**src/rtl/mult_div_unit.sv**
```systemverilog
// Iterative multiply/divide unit with HI/LO result registers.
// One bit per clock: shift-add multiply, restoring divide, sign fix-up in a final cycle.
module mult_div_unit #(
    parameter int WIDTH = 32
) (
    input  logic             clk,
    input  logic             reset,
    input  logic             start,
    input  logic [1:0]       op,
    input  logic [WIDTH-1:0] a,
    input  logic [WIDTH-1:0] b,
    output logic             busy,
    output logic             done,
    output logic [WIDTH-1:0] hi,
    output logic [WIDTH-1:0] lo,
    output logic             div_by_zero
);

    localparam int CW = $clog2(WIDTH + 1);

    typedef enum logic [1:0] {S_IDLE, S_MUL, S_DIV, S_FIX} state_t;

    state_t             state_q, state_d;
    logic [CW-1:0]      cnt_q, cnt_d;
    logic [2*WIDTH:0]   acc_q, acc_d;
    logic [WIDTH-1:0]   mcand_q, mcand_d;
    logic [WIDTH-1:0]   rem_q, rem_d;
    logic [WIDTH-1:0]   quot_q, quot_d;
    logic               sa_q, sa_d;
    logic               sb_q, sb_d;
    logic               is_div_q, is_div_d;
    logic               dbz_pend_q, dbz_pend_d;
    logic               busy_q, busy_d;
    logic               done_q, done_d;
    logic               dbz_q, dbz_d;
    logic [WIDTH-1:0]   hi_q, hi_d;
    logic [WIDTH-1:0]   lo_q, lo_d;

    logic [WIDTH-1:0]   a_mag, b_mag;
    logic [WIDTH:0]     sum;
    logic [WIDTH:0]     rem_sh;
    logic [2*WIDTH-1:0] prod;

    always_comb begin
        state_d    = state_q;
        cnt_d      = cnt_q;
        acc_d      = acc_q;
        mcand_d    = mcand_q;
        rem_d      = rem_q;
        quot_d     = quot_q;
        sa_d       = sa_q;
        sb_d       = sb_q;
        is_div_d   = is_div_q;
        dbz_pend_d = dbz_pend_q;
        busy_d     = busy_q;
        done_d     = 1'b0;
        dbz_d      = dbz_q;
        hi_d       = hi_q;
        lo_d       = lo_q;

        a_mag  = (op[0] && a[WIDTH-1]) ? -a : a;
        b_mag  = (op[0] && b[WIDTH-1]) ? -b : b;
        sum    = {1'b0, acc_q[2*WIDTH-1:WIDTH]} + {1'b0, mcand_q};
        rem_sh = {rem_q, quot_q[WIDTH-1]};
        prod   = (sa_q ^ sb_q) ? -acc_q[2*WIDTH-1:0] : acc_q[2*WIDTH-1:0];

        case (state_q)
            S_IDLE: begin
                if (start) begin
                    sa_d     = op[0] & a[WIDTH-1];
                    sb_d     = op[0] & b[WIDTH-1];
                    is_div_d = op[1];
                    mcand_d  = op[1] ? b_mag : a_mag;
                    acc_d    = {1'b0, {WIDTH{1'b0}}, b_mag};
                    quot_d   = a_mag;
                    rem_d    = '0;
                    cnt_d    = '0;
                    dbz_d    = 1'b0;
                    busy_d   = 1'b1;
                    // Divide by zero skips iteration; raw dividend parks in rem for hi.
                    if (op[1] && (b == '0)) begin
                        dbz_pend_d = 1'b1;
                        rem_d      = a;
                        state_d    = S_FIX;
                    end else begin
                        dbz_pend_d = 1'b0;
                        state_d    = op[1] ? S_DIV : S_MUL;
                    end
                end
            end
            S_MUL: begin
                acc_d = acc_q[0] ? ({sum, acc_q[WIDTH-1:0]} >> 1) : (acc_q >> 1);
                cnt_d = cnt_q + CW'(1);
                if (cnt_q == CW'(WIDTH - 1)) state_d = S_FIX;
            end
            S_DIV: begin
                // rem_sh < 2*divisor, so a W-bit difference is exact when non-negative
                if (rem_sh >= {1'b0, mcand_q}) begin
                    rem_d  = rem_sh[WIDTH-1:0] - mcand_q;
                    quot_d = {quot_q[WIDTH-2:0], 1'b1};
                end else begin
                    rem_d  = rem_sh[WIDTH-1:0];
                    quot_d = {quot_q[WIDTH-2:0], 1'b0};
                end
                cnt_d = cnt_q + CW'(1);
                if (cnt_q == CW'(WIDTH - 1)) state_d = S_FIX;
            end
            S_FIX: begin
                if (dbz_pend_q) begin
                    hi_d  = rem_q;
                    lo_d  = '1;
                    dbz_d = 1'b1;
                end else if (is_div_q) begin
                    hi_d = sa_q ? -rem_q : rem_q;
                    lo_d = (sa_q ^ sb_q) ? -quot_q : quot_q;
                end else begin
                    hi_d = prod[2*WIDTH-1:WIDTH];
                    lo_d = prod[WIDTH-1:0];
                end
                done_d  = 1'b1;
                busy_d  = 1'b0;
                state_d = S_IDLE;
            end
            default: state_d = S_IDLE;
        endcase
    end

    always_ff @(posedge clk) begin
        if (reset) begin
            state_q    <= S_IDLE;
            cnt_q      <= '0;
            acc_q      <= '0;
            mcand_q    <= '0;
            rem_q      <= '0;
            quot_q     <= '0;
            sa_q       <= 1'b0;
            sb_q       <= 1'b0;
            is_div_q   <= 1'b0;
            dbz_pend_q <= 1'b0;
            busy_q     <= 1'b0;
            done_q     <= 1'b0;
            dbz_q      <= 1'b0;
            hi_q       <= '0;
            lo_q       <= '0;
        end else begin
            state_q    <= state_d;
            cnt_q      <= cnt_d;
            acc_q      <= acc_d;
            mcand_q    <= mcand_d;
            rem_q      <= rem_d;
            quot_q     <= quot_d;
            sa_q       <= sa_d;
            sb_q       <= sb_d;
            is_div_q   <= is_div_d;
            dbz_pend_q <= dbz_pend_d;
            busy_q     <= busy_d;
            done_q     <= done_d;
            dbz_q      <= dbz_d;
            hi_q       <= hi_d;
            lo_q       <= lo_d;
        end
    end

    assign busy        = busy_q;
    assign done        = done_q;
    assign hi          = hi_q;
    assign lo          = lo_q;
    assign div_by_zero = dbz_q;

endmodule

```
**config.mk**
```make
export PLATFORM = sky130hd
export DESIGN_NAME = mult_div_unit
export DESIGN_NICKNAME = d
export VERILOG_FILES = /design/src/rtl/mult_div_unit.sv
export SDC_FILE = /design/constraint.sdc
export NUM_CORES = 1
export LEC_CHECK = 0
export ABC_AREA = 1
export CAP_MARGIN = 40
export CELL_PAD_IN_SITES_DETAIL_PLACEMENT = 1
export CELL_PAD_IN_SITES_GLOBAL_PLACEMENT = 2
export CORE_UTILIZATION = 34
export CTS_CLUSTER_DIAMETER = 80
export DETAILED_ROUTE_END_ITERATION = 7
export PLACE_DENSITY = 0.9
export SYNTH_ARGS = -nofsm -noshare
export SYNTH_HDL_FRONTEND = slang
export SYNTH_SLANG_ARGS = --single-unit
export TNS_END_PERCENT = 50
```
**constraint.sdc**
```tcl
create_clock -name clk -period 4.4 [get_ports clk]
set_input_delay 0.88 -clock clk [delete_from_list [all_inputs] [get_ports clk]]
set_output_delay 0.88 -clock clk [all_outputs]
set_load 0.02 [all_outputs]
```
# After elaboration in Yosys (flattened, before gate mapping)
# Cells that the tools add are included.
# classes
n_eq_ne	7
bitwise	3
mux	34
n_lt_le_gt_ge	1
n_addsub	8
n_reduce_logical	17
# op_table
cell	count
$mux 32	13
$pmux 65 s2	1
$mux 64	2
$neg 32->32	4
$pmux 32 s2	2
$mux 65	1
$neg 64->64	1
$add 32x32->33	1
$ge 33x32->1	1
$logic_not 32->1	1
$sub 32x32->32	1
$pmux 6 s2	1
$reduce_and 2->1	6
$mux 2	4
$reduce_bool 2->1	4
$add 6x1->6 const B	1
$eq 6x5->1 const B	1
$mux 1	6
$mux 6	1
$pmux 2 s3	1
$eq 2x2->1 const B	2
$ne 2x2->1 const B	2
$pmux 1 s2	2
$logic_and 1x1->1	3
7 further kinds	8
# word_totals
wordCells	85
regBits	240
in_bits	69
output_inout_bits	67

# Depth between registers and ports, before layout
# Gate-level depths: netlist (run 1).
# depth
depth_word	5
depth_mapped	18
ltp_nobuf	17

# Least setup slack after synthesis (run 1)
# OpenSTA, ideal clock, no wires.
# synth_path
kind	input port to flip-flop
startpoint	input b[1]
endpoint	register rem_q[22]
path_buffers	1
setup_ps	66
required_ps	4334
stages	13
arrival_ps	2356
slack_ps	1977
path_cell_list	inv_1 -> ha_1 -> inv_1 -> nor3_2 -> nand3_2 -> nor2_4 -> nand4_4 -> nor2_4 -> nand4_4 -> buf_6 -> nor2_2 -> nor2_1 -> a21oi_2
# synth_between
elab_chain_len	5
# synth_rtl
item	line	text
start, declared	11	input logic [WIDTH-1:0] b,
$logic_not 32->1	81	if (op[1] && (b == '0)) begin
$logic_and 1x1->1	81	
$mux 32	81	
$mux 32	69	if (start) begin
$pmux 32 s2	67	case (state_q)
end signal, assigned	150	rem_q <= rem_d;
end, declared	27	logic [WIDTH-1:0] rem_q, rem_d;
# Every way passes these cells. The select of a mux whose other input is x is not followed.
# A chain may end at the register's enable or synchronous reset.

# Worst setup path in the final report (run 1)
# layout_path
startpoint	register mcand_q[12]
endpoint	register rem_q[27]
# layout_between
elab_chain_len	3
elab_cells_between_ends	4
classes_between	add/sub: 1; order compare: 1; mux: 2
# layout_rtl
item	line	text
start, declared	26	logic [WIDTH-1:0] mcand_q, mcand_d;
start signal, assigned	149	mcand_q <= mcand_d;
$sub 32x32->32 or $ge 33x32->1 (tied branches)	99, 98	
$mux 32 (*)	98	if (rem_sh >= {1'b0, mcand_q}) begin
$pmux 32 s2 (*)	67	
# Mark *: on every way between the ends. The rest lies on a longest branch, timed or not.

==> flow_metrics.env, run 1 <==
export IMPL_crit_required_ps=4900
export IMPL_setup_viol=0
export IMPL_slew_headroom_pct=36.8
export IMPL_finalHoldViolations=0
export IMPL_antenna_left=0
export IMPL_end_kind="flip-flop"
export IMPL_routed_wirelength_um=109000
export IMPL_whs_path_depth=2
export IMPL_period_minus_slack_ps=3470
export IMPL_yosys_top_cells_count="nand2_1, nor2_1, inv_1"
export IMPL_synth_edff_count=0
export IMPL_rows=91
export IMPL_grt_remaining_overflow=0
export IMPL_setup_worst_path_start_class="flip-flop"
export IMPL_antenna_found_initial=2
export IMPL_avgSynthCellArea_um2=5.67
export IMPL_clkTransAtPathRegs_ps=60
export IMPL_synthCells=3797
export IMPL_layout_drive_gt1_share_pct=4.49
export IMPL_syn_nets=3942
export IMPL_synth_top_area_share_pct=22.2
export IMPL_outcome="complete, no violations"
export IMPL_crit_arrival_ps=3960
export IMPL_io_pins=136
export IMPL_post_cts_buffers=0
export IMPL_area_delta_synth_final_pct=14.8
export IMPL_synth_area_mm2=0.0215
export IMPL_power_per_cell_area_mw_per_mm2=793
export IMPL_p_leak_nw=11.1
export IMPL_grt_max_degree=86
export IMPL_die_h_um=254
export IMPL_cts_tree="yes"
export IMPL_fin_skew_ps=32.1
export IMPL_fp_dieArea_mm2=0.0643
export IMPL_drv_slew=0
export IMPL_hpwlAfterDp_um=87800
export IMPL_fin_ws_ps=934
export IMPL_netlist_top_cells_area="dfxtp_1, nand2_1, a21oi_1"
export IMPL_drcViolationCount=0
export IMPL_wire_per_inst_um=23.2
export IMPL_path_class="reg -> reg"
export IMPL_cts_htree_levels=1
export IMPL_portBuffers=135
export IMPL_synthDistinctLibCells=47
export IMPL_drt_iter0_markers=2520
export IMPL_core_area_mm2=0.0622
export IMPL_clock_sinks=239
export IMPL_cts_buffers=31
export IMPL_yosysWarnings=0
export IMPL_cts_hold_buf=0
export IMPL_irDropWorstVdd_mv=0.396
export IMPL_ys_dominant_reg_cell="dfxtp_1"
export IMPL_grt_setup_unrepaired="no"
export IMPL_initial_core_util_pct=34.6
export IMPL_drt_pass1_iterations=5
export IMPL_grt_use_total_pct=33.3
export IMPL_globalplace_congestion=1.02
export IMPL_clockBufferDepth=3
export IMPL_grt_pass1_vias=25425
export IMPL_synth_seq_cells=239
export IMPL_yosys_area_top_type="dfxtp_1"
export IMPL_via_per_inst=5.63
export IMPL_fp_dieW_um=254
export IMPL_async_reset_ff_share_pct=0
export IMPL_post_cts_resized=0
export IMPL_rr_worst_depth=13
export IMPL_vias=26551
export IMPL_worst_slew_pin_slew_ps=938
export IMPL_root_buffer="clkbuf_16"
export IMPL_ys_seq_area_share_pct=22.2
export IMPL_preCtsSetupSlack_ps=643
export IMPL_nets=3997
export IMPL_grt_pass1_wl_um=162000
export IMPL_hold_class="reg -> reg"
export IMPL_finalCritPeriodShare_pct=78.8
export IMPL_finalSetupTns_ps=0
export IMPL_critPathMaxFanout=33
export IMPL_clk_latency_ps=630
export IMPL_max_freq_mhz=289
export IMPL_drv_cap=0
export IMPL_synthMostInstantiatedCell="nand2_1"
logic make-up after synthesis:
kind of cell,after synthesis,synth area share [%]
AOI/OAI and AO/OA,834,21.2
xor gates and xnor gates,79,3.22
adders and majority gates,76,4.49
buffers and inverters,560,10.2
DFF,239,22.2
and+or+nand+nor,2009,38.7
power by group:
part	total [mW]	leakage (nW)	internal [mW]	switching, mW
registers	3.63	1.95	2.69	0.948
clock network	2.78	0.529	1.64	1.14
logic	13.2	8.61	3.78	9.40
cell usage in the layout (no fill, tap or decap), drive strengths merged, types with 7 or more instances in the layout:
master and n:
clkbuf 40, xor2 54, inv 409, o211ai 37, nand4 42, o221ai 8, a221oi 11, nand3b 11
nor4 7, clkdlybuf4s50 134, nor2 514, a31oi 16, ha 74, dfxtp 239, clkinv 7, nor3 28
xnor2 25, a21oi 422, a21o 8, buf 41, o21ai 306, nand2 1055, nand3 340
path summary, 6_finish.rpt:
path / start / slack [ps] / to
max reg2reg: mcand_q[12]$_SDFFE_PP0P_ / 930 / rem_q[27]$_SDFFE_PP0P_
min reg2reg: hi[7]$_SDFFE_PP0P_ / 460 / hi[7]$_SDFFE_PP0P_
max: mcand_q[12]$_SDFFE_PP0P_ / 930 / rem_q[27]$_SDFFE_PP0P_
min: hi[7]$_SDFFE_PP0P_ / 460 / hi[7]$_SDFFE_PP0P_
sequential cells by signal (all words and copies together) (netlist names):
signal and count:
mcand_q 32, state_q 2, hi 32, sa_q 1, busy 1, done 1
sb_q 1, lo 32, rem_q 32, quot_q 32, div_by_zero 1, is_div_q 1
cnt_q 6, dbz_pend_q 1, acc_q 64
through the flow:
stage / total power [mW] / cells / util [%] / hold slack [ps] / cell area (um^2)
global route: 20.9 / 4714 / 39.7 / 485 / 24700
finish: 19.6 / 4716 / 39.7 / 463 / 24700
global placement: 16.2 / 4654 / 37.9 / 450 / 23600
floorplan: 11.9 / 3797 / - / 444 / 21500
CTS: 19.2 / 4713 / 39.7 / 466 / 24700
detailed placement: 16.4 / 4655 / 37.9 / 457 / 23600
routing by layer:
metal / vias up / global-route usage [%] / part of all wire [%]
li1: 12557 / - / -
met1: 12787 / 44.9 / 44
met2: 1003 / 53.1 / 44
met3: 202 / 4.26 / 7.2
met4: 2 / 14.1 / 4.6
met5: - / 0 / 0.012
critical path, stage by stage, from the launching register on:
cell     delay [ps]
dfxtp_1         550
inv_1           220
ha_1            400
nand2_1         110
nor2_1          150
inv_1            70
nor3_1          370
nand2_1         160
nand2_2         120
nand2_4         220
nand2_4         440
nand3_1         280
nand2_1         150
a21oi_2          50
cell type report:
cell class                 count  area (um^2)
fill                        8620        37500
multi-input combinational   2998        14500
sequential                   239         4790
timing repair buffer         175         1680
inverter                     407         1530
tap                          837         1050
clock buffer                  40          870
clock inverter                18          236
antenna                        2         5.00
(Power assumes the default switching activity.)
==> run 2: changes to the inputs <==
--- a/config.mk
+++ b/config.mk
@@ -9,10 +9,10 @@
 export CAP_MARGIN = 40
 export CELL_PAD_IN_SITES_DETAIL_PLACEMENT = 1
 export CELL_PAD_IN_SITES_GLOBAL_PLACEMENT = 2
-export CORE_UTILIZATION = 34
+export CORE_UTILIZATION = 29
 export CTS_CLUSTER_DIAMETER = 80
 export DETAILED_ROUTE_END_ITERATION = 7
-export PLACE_DENSITY = 0.9
+export PLACE_DENSITY = 0.82
 export SYNTH_ARGS = -nofsm -noshare
 export SYNTH_HDL_FRONTEND = slang
 export SYNTH_SLANG_ARGS = --single-unit
==> constraint.sdc (replaced) <==
create_clock -name clk -period 2.8 [get_ports clk]
set_input_delay 0.56 -clock clk [delete_from_list [all_inputs] [get_ports clk]]
set_output_delay 0.56 -clock clk [all_outputs]
set_load 0.02 [all_outputs]
==> flow_metrics.env, run 2 (same netlist as run 1, synthesis figures left out) <==
export IMPL_clockBufferDepth=3
export IMPL_p_leak_nw=12.5
export IMPL_sw_frac_of_total_pct=55.7
export IMPL_largest_register_ffs=64
export IMPL_cts_hold_buf=0
export IMPL_clock_sinks=239
export IMPL_pwr_share_seq_pct=15.2
export IMPL_slew_headroom_pct=40.6
export IMPL_drcViolationCount=14
export IMPL_critPathMaxFanout=22
export IMPL_crit_required_ps=3320
export IMPL_nets=4281
export IMPL_whs_ps=394
export IMPL_preCtsSetupSlack_ps=-183
export IMPL_cts_buffers=34
export IMPL_max_freq_mhz=377
export IMPL_cp_slowest_cell="dfxtp_1"
export IMPL_drt_pass1_iterations=7
export IMPL_switchingPower_mw=18.9
export IMPL_cp_top_family="simple AND/OR/NAND/NOR gates"
export IMPL_fin_skew_ps=25.4
export IMPL_grt_use_total_pct=30.3
export IMPL_finalHoldViolations=0
export IMPL_internal_power_mw=15.0
export IMPL_cts_htree_levels=2
export IMPL_crit_arrival_ps=3170
export IMPL_crit_top_cell="nand2_1"
export IMPL_period_minus_slack_ps=2650
export IMPL_drv_cap=0
export IMPL_power_frac_clock_pct=13.0
export IMPL_worst_slew_pin_slew_ps=891
export IMPL_hpwlAfterDp_um=94800
export IMPL_p_total_mw=33.9
export IMPL_globalplace_congestion=0.990
export IMPL_io_pins=136
export IMPL_post_cts_buffers=0
export IMPL_drt_iter0_markers=2086
export IMPL_fp_dieArea_mm2=0.0753
export IMPL_initial_core_util_pct=29.4
export IMPL_grt_pass1_vias=26465
export IMPL_power_per_cell_area_mw_per_mm2=1250
export IMPL_vias=27289
export IMPL_violations="DRC"
export IMPL_irDropWorstVdd_mv=0.681
export IMPL_antenna_found_initial=6
export IMPL_final_area_mm2=0.0272
export IMPL_grt_pass1_wl_um=171000
export IMPL_root_buffer="clkbuf_16"
export IMPL_rows=99
export IMPL_clkTransAtPathRegs_ps=60
export IMPL_clk_latency_ps=580
export IMPL_fillers=9844
export IMPL_grt_max_degree=136
export IMPL_post_cts_resized=0
export IMPL_crit_chain="inv_1 > ha_1 > nand2_1 > nor2_2 > nand2_1 > nor2_1 > nand4_1 > nand2_1 > nor2_4 > buf_12 > nand3_1 > nand3_1 > a21oi_2"
export IMPL_grt_setup_unrepaired="no"
export IMPL_setup_viol=0
export IMPL_regMostFlops="acc_q"
export IMPL_path_class="reg -> reg"
export IMPL_portBuffers=135
export IMPL_finalCritPeriodShare_pct=94.7
export IMPL_path_buf_inv=2
export IMPL_cp_slowest_stage_delay_ps=420
export IMPL_antenna_left=0
export IMPL_final_cell_mix="nand2_1, nor2_1, inv_1, a21oi_1, nand3_1"
export IMPL_placed_area_mm2=0.0260
export IMPL_end_kind="flip-flop"
export IMPL_combPwrFrac_pct=71.7
export IMPL_core_area_mm2=0.0732
export IMPL_cts_tree="yes"
export IMPL_wire_per_inst_um=22.7
export IMPL_grt_remaining_overflow=0
export IMPL_outcome="finished, violations left"
export IMPL_fp_dieW_um=274
export IMPL_setup_worst_path_start_class="flip-flop"
export IMPL_hold_class="in -> reg"
export IMPL_placedCellCount=5059
export IMPL_fin_ws_ps=148
export IMPL_layout_commonest_cell="nand2_1"
export IMPL_drv_slew=0
export IMPL_routed_wirelength_um=116000
export IMPL_die_h_um=274
export IMPL_final_instance_count_excl_fill=5119
export IMPL_area_delta_synth_final_pct=26.3
export IMPL_layout_drive_gt1_share_pct=11.2
export IMPL_via_per_inst=5.33
[run 2: cell count changes in the layout (fill, tap and decap cells not counted), sizes merged]
cell,previous run,this run
clkinv,7,8
clkbuf,40,45
inv,409,408
diode,2,3
bufinv,4,1
clkinvlp,5,2
buf,41,322
[run 2: layout make-up]
class	count	area [um^2]	share of cell area, %
Clock buffer	45	962	3.54
Inverter	407	1530	5.62
Multi-Input combinational cell	2998	14600	53.7
Clock inverter	12	149	0.548
Sequential cell	239	4790	17.6
Tap cell	959	1200	4.42
Timing Repair Buffer	456	3950	14.5
Antenna cell	3	7.51	0.0276
[run 2: routing by layer]
layer  vias to the layer above  wire length [um]  global-route usage, %
li1                      13125                 -                      -
met1                     13240             52700                   40.4
met2                       735             52500                   49.6
met3                       185              6550                   4.26
met4                         4              4250                   10.3
met5                         -                26                      0
[run 2: path summary, 6_finish.rpt]
kind | start | endpoint | slack (ps) | cells after the start
max | mcand_q[14]$_SDFFE_PP0P_ | rem_q[16]$_SDFFE_PP0P_ | 150 | 13
min | reset | lo[30]$_SDFFE_PP0P_ | 390 | 4
max reg2reg | mcand_q[14]$_SDFFE_PP0P_ | rem_q[16]$_SDFFE_PP0P_ | 150 | 13
min reg2reg | hi[7]$_SDFFE_PP0P_ | hi[7]$_SDFFE_PP0P_ | 460 | 2
[run 2: tightest hold or removal path, delay by kind of cell]
family                 cells  cell delay [ps]
AOI/OAI and AO/OA          1              100
buffers and inverters      2              230
and+or+nand+nor            1               50
[run 2: power by group through the flow]
stage / logic, mW / clock network, mW / registers [mW]
3_5_place_dp: 23.6 / 0 / 5.18
4_1_cts: 23.8 / 4.46 / 5.12
6_report: 24.3 / 4.41 / 5.16
5_1_grt: 26.4 / 4.59 / 5.23
3_3_place_gp: 23.4 / 0 / 5.16
2_1_floorplan: 13.7 / 0 / 5.07
[run 2: per-stage QoR]
step	util, %	setup TNS, ps
after floorplan	-	0
after global placement	35.5	-236
after detailed placement	35.5	-805
after CTS	37.1	0
after global routing	37.1	0
final	37.1	0
